--- src/rtl/cache_mem_arbiter.sv ---
// Arbitrates the I-cache refill and D-cache refill/write-back ports onto one memory port.
// Define ARB_ROUND_ROBIN_EN for alternating priority; otherwise D always wins over I.
module cache_mem_arbiter #(
    parameter int ADDR_W = 28,
    parameter int DATA_W = 128
) (
    input  logic              clk,
    input  logic              rst_n,
    // I-cache side
    input  logic              i_read,
    input  logic [ADDR_W-1:0] i_addr,
    output logic [DATA_W-1:0] i_rdata,
    output logic              i_ready,
    // D-cache side
    input  logic              d_read,
    input  logic              d_write,
    input  logic [ADDR_W-1:0] d_addr,
    input  logic [DATA_W-1:0] d_wdata,
    output logic [DATA_W-1:0] d_rdata,
    output logic              d_ready,
    // Shared memory side
    output logic              mem_read,
    output logic              mem_write,
    output logic [ADDR_W-1:0] mem_addr,
    output logic [DATA_W-1:0] mem_wdata,
    input  logic [DATA_W-1:0] mem_rdata,
    input  logic              mem_ready
);

    typedef enum logic [1:0] {
        IDLE,
        GNT_I,
        GNT_D
    } state_t;

    state_t state;
    logic   d_req;
    logic   d_wins;

    assign d_req = d_read | d_write;

`ifdef ARB_ROUND_ROBIN_EN
    // Set when I should win the next contested arbitration.
    logic prio_i;

    assign d_wins = d_req && (!prio_i || !i_read);
`else
    assign d_wins = d_req;
`endif

    always_ff @(posedge clk) begin
        if (!rst_n) begin
            state     <= IDLE;
            mem_read  <= 1'b0;
            mem_write <= 1'b0;
            mem_addr  <= '0;
            mem_wdata <= '0;
`ifdef ARB_ROUND_ROBIN_EN
            prio_i    <= 1'b0;
`endif
        end else begin
            case (state)
                IDLE: begin
                    if (d_wins) begin
                        // A simultaneous read and write is served as a write-back.
                        state     <= GNT_D;
                        mem_read  <= ~d_write;
                        mem_write <= d_write;
                        mem_addr  <= d_addr;
                        mem_wdata <= d_write ? d_wdata : '0;
                    end else if (i_read) begin
                        state     <= GNT_I;
                        mem_read  <= 1'b1;
                        mem_write <= 1'b0;
                        mem_addr  <= i_addr;
                        mem_wdata <= '0;
                    end
                end
                GNT_I, GNT_D: begin
                    if (mem_ready) begin
                        state     <= IDLE;
                        mem_read  <= 1'b0;
                        mem_write <= 1'b0;
`ifdef ARB_ROUND_ROBIN_EN
                        prio_i    <= (state == GNT_D);
`endif
                    end
                end
                default: state <= IDLE;
            endcase
        end
    end

    // Completion is reported in the same cycle memory answers; gated so reset aborts silently.
    assign i_ready = rst_n && (state == GNT_I) && mem_ready;
    assign d_ready = rst_n && (state == GNT_D) && mem_ready;
    assign i_rdata = (state == GNT_I) ? mem_rdata : '0;
    assign d_rdata = (state == GNT_D) ? mem_rdata : '0;

endmodule

--- config.mk ---
export PLATFORM = sky130hd
export DESIGN_NAME = cache_mem_arbiter
export DESIGN_NICKNAME = d
export VERILOG_FILES = /design/src/rtl/cache_mem_arbiter.sv
export SDC_FILE = /design/constraint.sdc
export NUM_CORES = 1
export LEC_CHECK = 0
export CAP_MARGIN = 20
export CORE_AREA = 5 5 279 281
export DETAILED_ROUTE_END_ITERATION = 7
export DIE_AREA = 0 0 284 286
export PLACE_DENSITY = 0.38
export SKIP_LAST_GASP = 1
export SYNTH_ARGS = -nofsm -noshare
export SYNTH_HDL_FRONTEND = slang
export SYNTH_SLANG_ARGS = --single-unit
--- constraint.sdc ---
create_clock -name clk -period 1.5 [get_ports clk]
set_input_delay 0.15 -clock clk [delete_from_list [all_inputs] [get_ports clk]]
set_output_delay 0.15 -clock clk [all_outputs]
set_load 0.005 [all_outputs]
==> results of run 1 <==
==> power groups by stage <==
stage               Clock (mW)  Sequential (mW)  Combinational (mW)
global placement             0             4.99                5.01
detailed placement           0             4.98                5.01
CTS                       4.77             4.90                5.53
global route              4.92             4.96                6.32
floorplan                    0             4.99                1.38
finish                    4.55             4.90                5.96
==> critical path, stage by stage (launching register included) <==
cell and delay [ps]:
dfxtp_4 360, buf_6 120, ha_4 200, buf_12 140, buf_16 120, buf_8 130, buf_6 110, and3_4 130
buf_6 130
==> cells by family after synthesis <==
kind of cell | synth area share, %
AOI/OAI and AO/OA | 20.46
adders and majority gates | 0.7086
buffers and inverters | 5.385
DFF | 45.35
muxes | 3.968
and+or+nand+nor | 24.13
==> sequential cells by signal, indices dropped and copies added, names as in the netlist <==
register and cells:
mem_wdata 128, mem_write 1, mem_read 1, mem_addr 28
state 2
==> cells in the final DEF (no fill, tap or decap), drive strengths merged <==
cell type	n
nor2b	2
buf	294
nor3	1
and3b	1
a21oi	29
bufinv	2
nand4b	1
clkbuf	65
clkinv	3
nor2	3
o211ai	1
inv	9
nor4b	1
o31ai	1
clkdlybuf4s50	475
mux2i	28
and3	3
o21ai	31
o31a	1
dlygate4sd2	8
a22o	128
nand2	3
clkinvlp	1
clkdlybuf4s15	29
bufbuf	1
or3b	1
nand4	1
diode	30
and2	256
dfxtp	160
ha	4
==> repair_timing <==
action,CTS,global route
gates cloned,17,4
pin swaps,25,14
endpoints found under the setup margin,537,558
gates resized for setup,723,608
setup buffers,33,19
==> worst paths after layout <==
kind,from,endpoint,cells past startpoint
max,state[1],d_ready,8
max reg2reg,state[1],mem_wdata[109],7
min,d_wdata[106],mem_wdata[106],2
min reg2reg,mem_wdata[123],mem_wdata[123],1
==> cell type report <==
type | count | area [µm²] | area share (%)
clock buffers | 19 | 442.9 | 2.468
well taps | 978 | 1224 | 6.817
clock inverters | 12 | 150.1 | 0.8365
flip-flops and latches | 160 | 3208 | 17.87
multi-input cells | 496 | 3944 | 21.97
diodes | 30 | 75.07 | 0.4182
inverters | 3 | 13.76 | 0.07668
repair buffers | 853 | 8892 | 49.54
==> per-layer routing <==
metal  GRT usage (%)  wire, µm  vias to the layer above
met5               0        45                        -
met4           5.886      2348                        6
met3           5.108      4271                      110
met2           28.34     34600                      492
met1           13.72     21710                     4087
li1                -         -                     4162
==> reports/results.tsv, run 1 <==
stage	metric	value	unit
worst_setup_path	Worst setup SP type	register	
clock_tree	worst-skew pair later-pin latency	440	ps
clock_tree	clock root cell	clkbuf_16	
cells_and_area	proportion of layout cells with a drive suffix above 1	35.58	%
worst_setup_path	R2R Setup Slk	-310	ps
global_route	GRT overflow	0	
cells_and_area	Cell Count, Final, Fillers Out	2551	
drt	Pre-Repair DR Iteration Count	4	
outcome	status	complete, but fails checks	
pwr	Sw Share	28.94	%
pwr	VDD IR max	0.8510	mV
pwr	sequential fraction of design power	31.8	%
yosys	EDFF count, synth	0	
clock_tree	hold buffer count at CTS	0	
global_route	first-pass GRT wire length	81190	µm
yosys	syn nets	1050	
outcome	failing checks	setup timing	
placed_design	pre-CTS setup slack	-491.2	ps
cells_and_area	final net count	1853	
job	max_cap viols	0	
timing	Final Max Tran Viols	0	
worst_setup_path	Worst EP required	1350	ps
clock_tree	# H-tree levels	4	
drt	# DRC	0	
clock_tree	CTS Sinks	160	
pwr	pwr dens	858.3	mW/mm²
worst_setup_path	crit path kind	register to output pin	
worst_setup_path	CP Data Arrival Time	1900	ps
die	DIE AREA	0.08122	mm²
global_route	initial antenna violation count	63	
drt	total number of vias	8857	
die	Die Ht	286	µm
timing	hold slack	296.9	ps
clock_tree	CTS buffer count	17	
clock_tree	TritonCTS clock tree	yes	
min_path	worst hold path type	primary input to register	
timing	post-route setup TNS	-146920	ps
placed_design	gp weighted congestion	0.8188	
yosys	Cell Area, Synth	0.007063	mm²
pwr	Power Internal	10.95	mW
yosys	Post-Syn Instances	728	
drt	DR vias/cell	3.472	
timing	Final Hold Vio Count	0	
pwr	clock network power share	29.6	%
pwr	Sw Pwr	4.458	mW
timing	final setup fails	434	
clock_tree	Clock transition at path regs	70	ps
yosys	#FFs+latches synth	160	
pwr	post-layout power	15.41	mW
yosys	ranking of synthesized cells by area	dfxtp_1 (45%), and2_1 (23%), a22o_1 (16%), mux2i_1 (4.0%), clkbuf_1 (2.5%)	
yosys	Unique masters post-synth	27	
drt	WL/cell	24.69	µm
yosys	Yosys warning total	0	
yosys	most common cell in the netlist	and2_1	
yosys	top cell type's share of synthesized area	45.35	%
cells_and_area	Finished Cell Area	0.01795	mm²
die	num ports	734	
placed_design	placed cells	2431	
die	Core ar.	0.07519	mm²
pwr	Comb power frac	38.7	%
die	row count	101	
global_route	vias in the first global route	9182	
drt	Antenna Nets Post-Route	0	
timing	Worst Tran Pin Value	461.8	ps
timing	Final Skew	12.87	ps
timing	fin crit period	2052	ps
cells_and_area	fillers	8152	
placed_design	hpwl dp	52410	µm
cells_and_area	Core Util, Final	23.87	%
yosys	Post-synth top flop	dfxtp_1	
pwr	Pleak	7.412	nW
placed_design	Placed Area	0.01597	mm²
yosys	most frequent cells after synthesis	and2_1 (256), dfxtp_1 (160), a22o_1 (128)	
global_route	GRT Util Overall	14.51	%
global_route	largest net degree at the start of global routing	43	
yosys	register area share after synthesis	45.35	%
timing	final worst path period share	136.8	%
timing	RSZ-0062 raised after global routing	yes	
yosys	async set or reset register ratio after synthesis	0	%
drt	Routed WL	62980	µm
yosys	Mean Syn Cell Area	9.702	µm²
clock_tree	Clock Path Buffers	2	
timing	Final WS setup	-552.1	ps
yosys	Synth area leader	dfxtp_1	
cells_and_area	Area Growth Syn to Fin	154.1	%
die	starting density of the core	9.393	%
timing	Max Clk Rate	0.4873	GHz
timing	Worst slew margin	68.78	%
placed_design	PortBufs	733	
die	Die W	284	µm
worst_setup_path	CP endpoint kind	output pin	
drt	initial DRC count	341	
worst_setup_path	Crit Path Max Fanout	7	
Note: power is estimated with default switching activity, not from simulation.
==> run 2, diff against run 1 <==
--- a/config.mk
+++ b/config.mk
@@ -5,11 +5,12 @@
 export SDC_FILE = /design/constraint.sdc
 export NUM_CORES = 1
 export LEC_CHECK = 0
+export ABC_AREA = 1
 export CAP_MARGIN = 20
-export CORE_AREA = 5 5 279 281
+export CORE_AREA = 5 5 282 284
 export DETAILED_ROUTE_END_ITERATION = 7
-export DIE_AREA = 0 0 284 286
-export PLACE_DENSITY = 0.38
+export DIE_AREA = 0 0 287 289
+export PLACE_DENSITY = 0.4
 export SKIP_LAST_GASP = 1
 export SYNTH_ARGS = -nofsm -noshare
 export SYNTH_HDL_FRONTEND = slang
==> reports/results.tsv, run 2 <==
stage	metric	value	unit
timing	RSZ-0062 raised after global routing	yes	
yosys	Unique masters post-synth	15	
global_route	first-pass GRT wire length	84590	µm
pwr	post-layout power	18.91	mW
worst_setup_path	slowest stage delay, CP	500	ps
placed_design	gp weighted congestion	0.8448	
worst_setup_path	CP endpoint kind	output pin	
worst_setup_path	slowest CP cell	clkdlybuf4s50_1	
timing	Final WS setup	-667.7	ps
yosys	Synth area leader	dfxtp_1	
worst_setup_path	Worst EP required	1350	ps
drt	# DRC	0	
clock_tree	# H-tree levels	4	
worst_setup_path	r2r endpoint	mem_addr[10]	
clock_tree	worst-skew pair later-pin latency	460	ps
yosys	top cell type's share of synthesized area	37.60	%
worst_setup_path	Critical Path Source	state[1]	
yosys	Cell Area, Synth	0.008519	mm²
yosys	Yosys warning total	0	
drt	WL/cell	19.24	µm
die	Die Ht	289	µm
timing	Worst slew margin	64.98	%
timing	Worst Tran Pin Value	525.3	ps
yosys	register area share after synthesis	37.60	%
worst_setup_path	R2R cell count	9	
yosys	Mean Syn Cell Area	5.962	µm²
yosys	EDFF count, synth	0	
outcome	status	complete, but fails checks	
clock_tree	clock root cell	clkbuf_16	
global_route	largest net degree at the start of global routing	99	
die	Core ar.	0.07683	mm²
pwr	VDD IR max	0.8071	mV
drt	Antenna Nets Post-Route	0	
placed_design	PortBufs	733	
clock_tree	CTS buffer count	17	
timing	Max Clk Rate	0.4613	GHz
worst_setup_path	cells along the critical path	buf_4 > ha_4 > buf_12 > buf_16 > nand2_1 > inv_1 > clkdlybuf4s50_1	
yosys	#FFs+latches synth	160	
timing	final setup fails	428	
clock_tree	Clock Path Buffers	2	
timing	Final Skew	16.60	ps
clock_tree	hold buffer count at CTS	0	
timing	Final Max Tran Viols	0	
pwr	Pleak	9.345	nW
cells_and_area	most frequent cells in the layout	clkdlybuf4s50_1 (617), nand2_1 (467), inv_1 (280)	
cells_and_area	Largest regs	mem_wdata x128, mem_addr x28, state x2	
global_route	GRT overflow	0	
drt	Routed WL	62790	µm
worst_setup_path	CP endpoint	d_rdata[56]	
clock_tree	CTS Sinks	160	
worst_setup_path	Worst setup SP type	register	
die	Die W	287	µm
cells_and_area	largest reg by FF count	mem_wdata	
yosys	ranking of synthesized cells by area	dfxtp_1 (38%), nand2_1 (23%), inv_1 (13%), a21oi_1 (7.6%), nand3_1 (7.6%)	
worst_setup_path	Crit Path Max Fanout	21	
cells_and_area	fillers	8647	
timing	fin crit period	2168	ps
timing	post-route setup TNS	-148030	ps
min_path	worst hold path type	primary input to register	
worst_setup_path	R2R Setup Slk	-120	ps
cells_and_area	commonest non-fill, non-tap cell in the layout	clkdlybuf4s50_1	
global_route	vias in the first global route	11360	
die	starting density of the core	11.09	%
clock_tree	Clock transition at path regs	80	ps
yosys	syn nets	1751	
yosys	most frequent cells after synthesis	nand2_1 (512), inv_1 (293), dfxtp_1 (160)	
cells_and_area	final net count	2525	
outcome	failing checks	setup timing	
job	max_cap viols	0	
drt	DR vias/cell	3.558	
die	DIE AREA	0.08294	mm²
worst_setup_path	crit path kind	register to output pin	
timing	Final Hold Vio Count	0	
timing	final worst path period share	144.5	%
worst_setup_path	RR Startpoint	state[1]	
cells_and_area	number of flip-flops in the largest register	128	
yosys	most common cell in the netlist	nand2_1	
cells_and_area	Area Growth Syn to Fin	120.0	%
yosys	async set or reset register ratio after synthesis	0	%
global_route	GRT Util Overall	14.06	%
die	num ports	734	
placed_design	hpwl dp	51990	µm
yosys	Post-synth top flop	dfxtp_1	
pwr	pwr dens	1009	mW/mm²
die	row count	102	
cells_and_area	proportion of layout cells with a drive suffix above 1	13.31	%
drt	total number of vias	11610	
clock_tree	TritonCTS clock tree	yes	
yosys	Post-Syn Instances	1429	
worst_setup_path	CP Data Arrival Time	2020	ps
global_route	initial antenna violation count	33	
drt	Pre-Repair DR Iteration Count	5	
drt	initial DRC count	401	
run 2: worst min path at each step:
stage,from,end,slack (ps),cells after the start
after floorplan,d_wdata[0],mem_wdata[0],320,2
after detailed placement,mem_wdata[48],mem_wdata[48],450,2
after global routing,d_wdata[29],mem_wdata[29],250,3
final,d_wdata[84],mem_wdata[84],260,3
after global placement,mem_wdata[86],mem_wdata[86],450,2
after CTS,d_wdata[84],mem_wdata[84],220,3
run 2: final cells by class:
class                      instances  area, µm²  share of cell area [%]
clock buffer                      18      439.2                   2.343
antenna                            7      17.52                 0.09346
sequential                       160       3206                   17.10
timing repair buffer             859       8640                   46.10
multi-input combinational        872       3870                   20.65
clock inverter                    14      166.4                  0.8879
inverter                         293       1102                   5.882
tap                             1040       1301                   6.943
run 2: cells by family after synthesis:
kind of cell / after synthesis / synth area share, %
AO/OA/AOI/OAI: 158 / 9.282
AND/OR/NAND/NOR: 710 / 33.29
buffers and inverters: 397 / 19.24
flip-flops: 160 / 37.60
adder cells (fa/ha/maj): 4 / 0.5875
run 2: power breakdown:
group / total [mW] / internal, mW / switching, mW
Clock: 4.60 / 2.43 / 2.17
Combinational: 9.20 / 4.96 / 4.25
Sequential: 5.10 / 4.81 / 0.293
run 2: timing repair:
item,4_1_cts,5_1_grt
setup buffers,22,19
setup endpoints to repair,546,559
cloned,7,2
pin swaps,2,2
resized for setup,259,108
run 2: worst max-delay path, delay by kind of cell, from the launching register on:
family / cells / cell delay [ps]
adder cells (fa/ha/maj): 1 / 150
AND/OR/NAND/NOR: 1 / 70
buffers and inverters: 5 / 1000
flip-flops: 1 / 330
run 2: through the flow:
stage               instance area [µm²]  cells  setup WS [ps]  hold slack (ps)  utilization (%)
floorplan                          8519   1429          91.76            317.5                -
global placement                  17590   3175         -339.8            445.9            22.89
detailed placement                17590   3175         -327.6            449.8            22.89
CTS                               18600   3236         -745.8            220.1            24.21
global route                      18730   3260         -812.7            249.2            24.38
finish                            18740   3263         -667.7            262.4            24.39
run 2: layer usage:
layer  global-route usage (%)  share of wire, %  up-vias
met1                    15.00                37     5261
met2                    26.66                53      491
met4                    4.559               2.9        0
met3                    3.997               7.3       88
li1                         -                 -     5771
met5                        0                 0        -
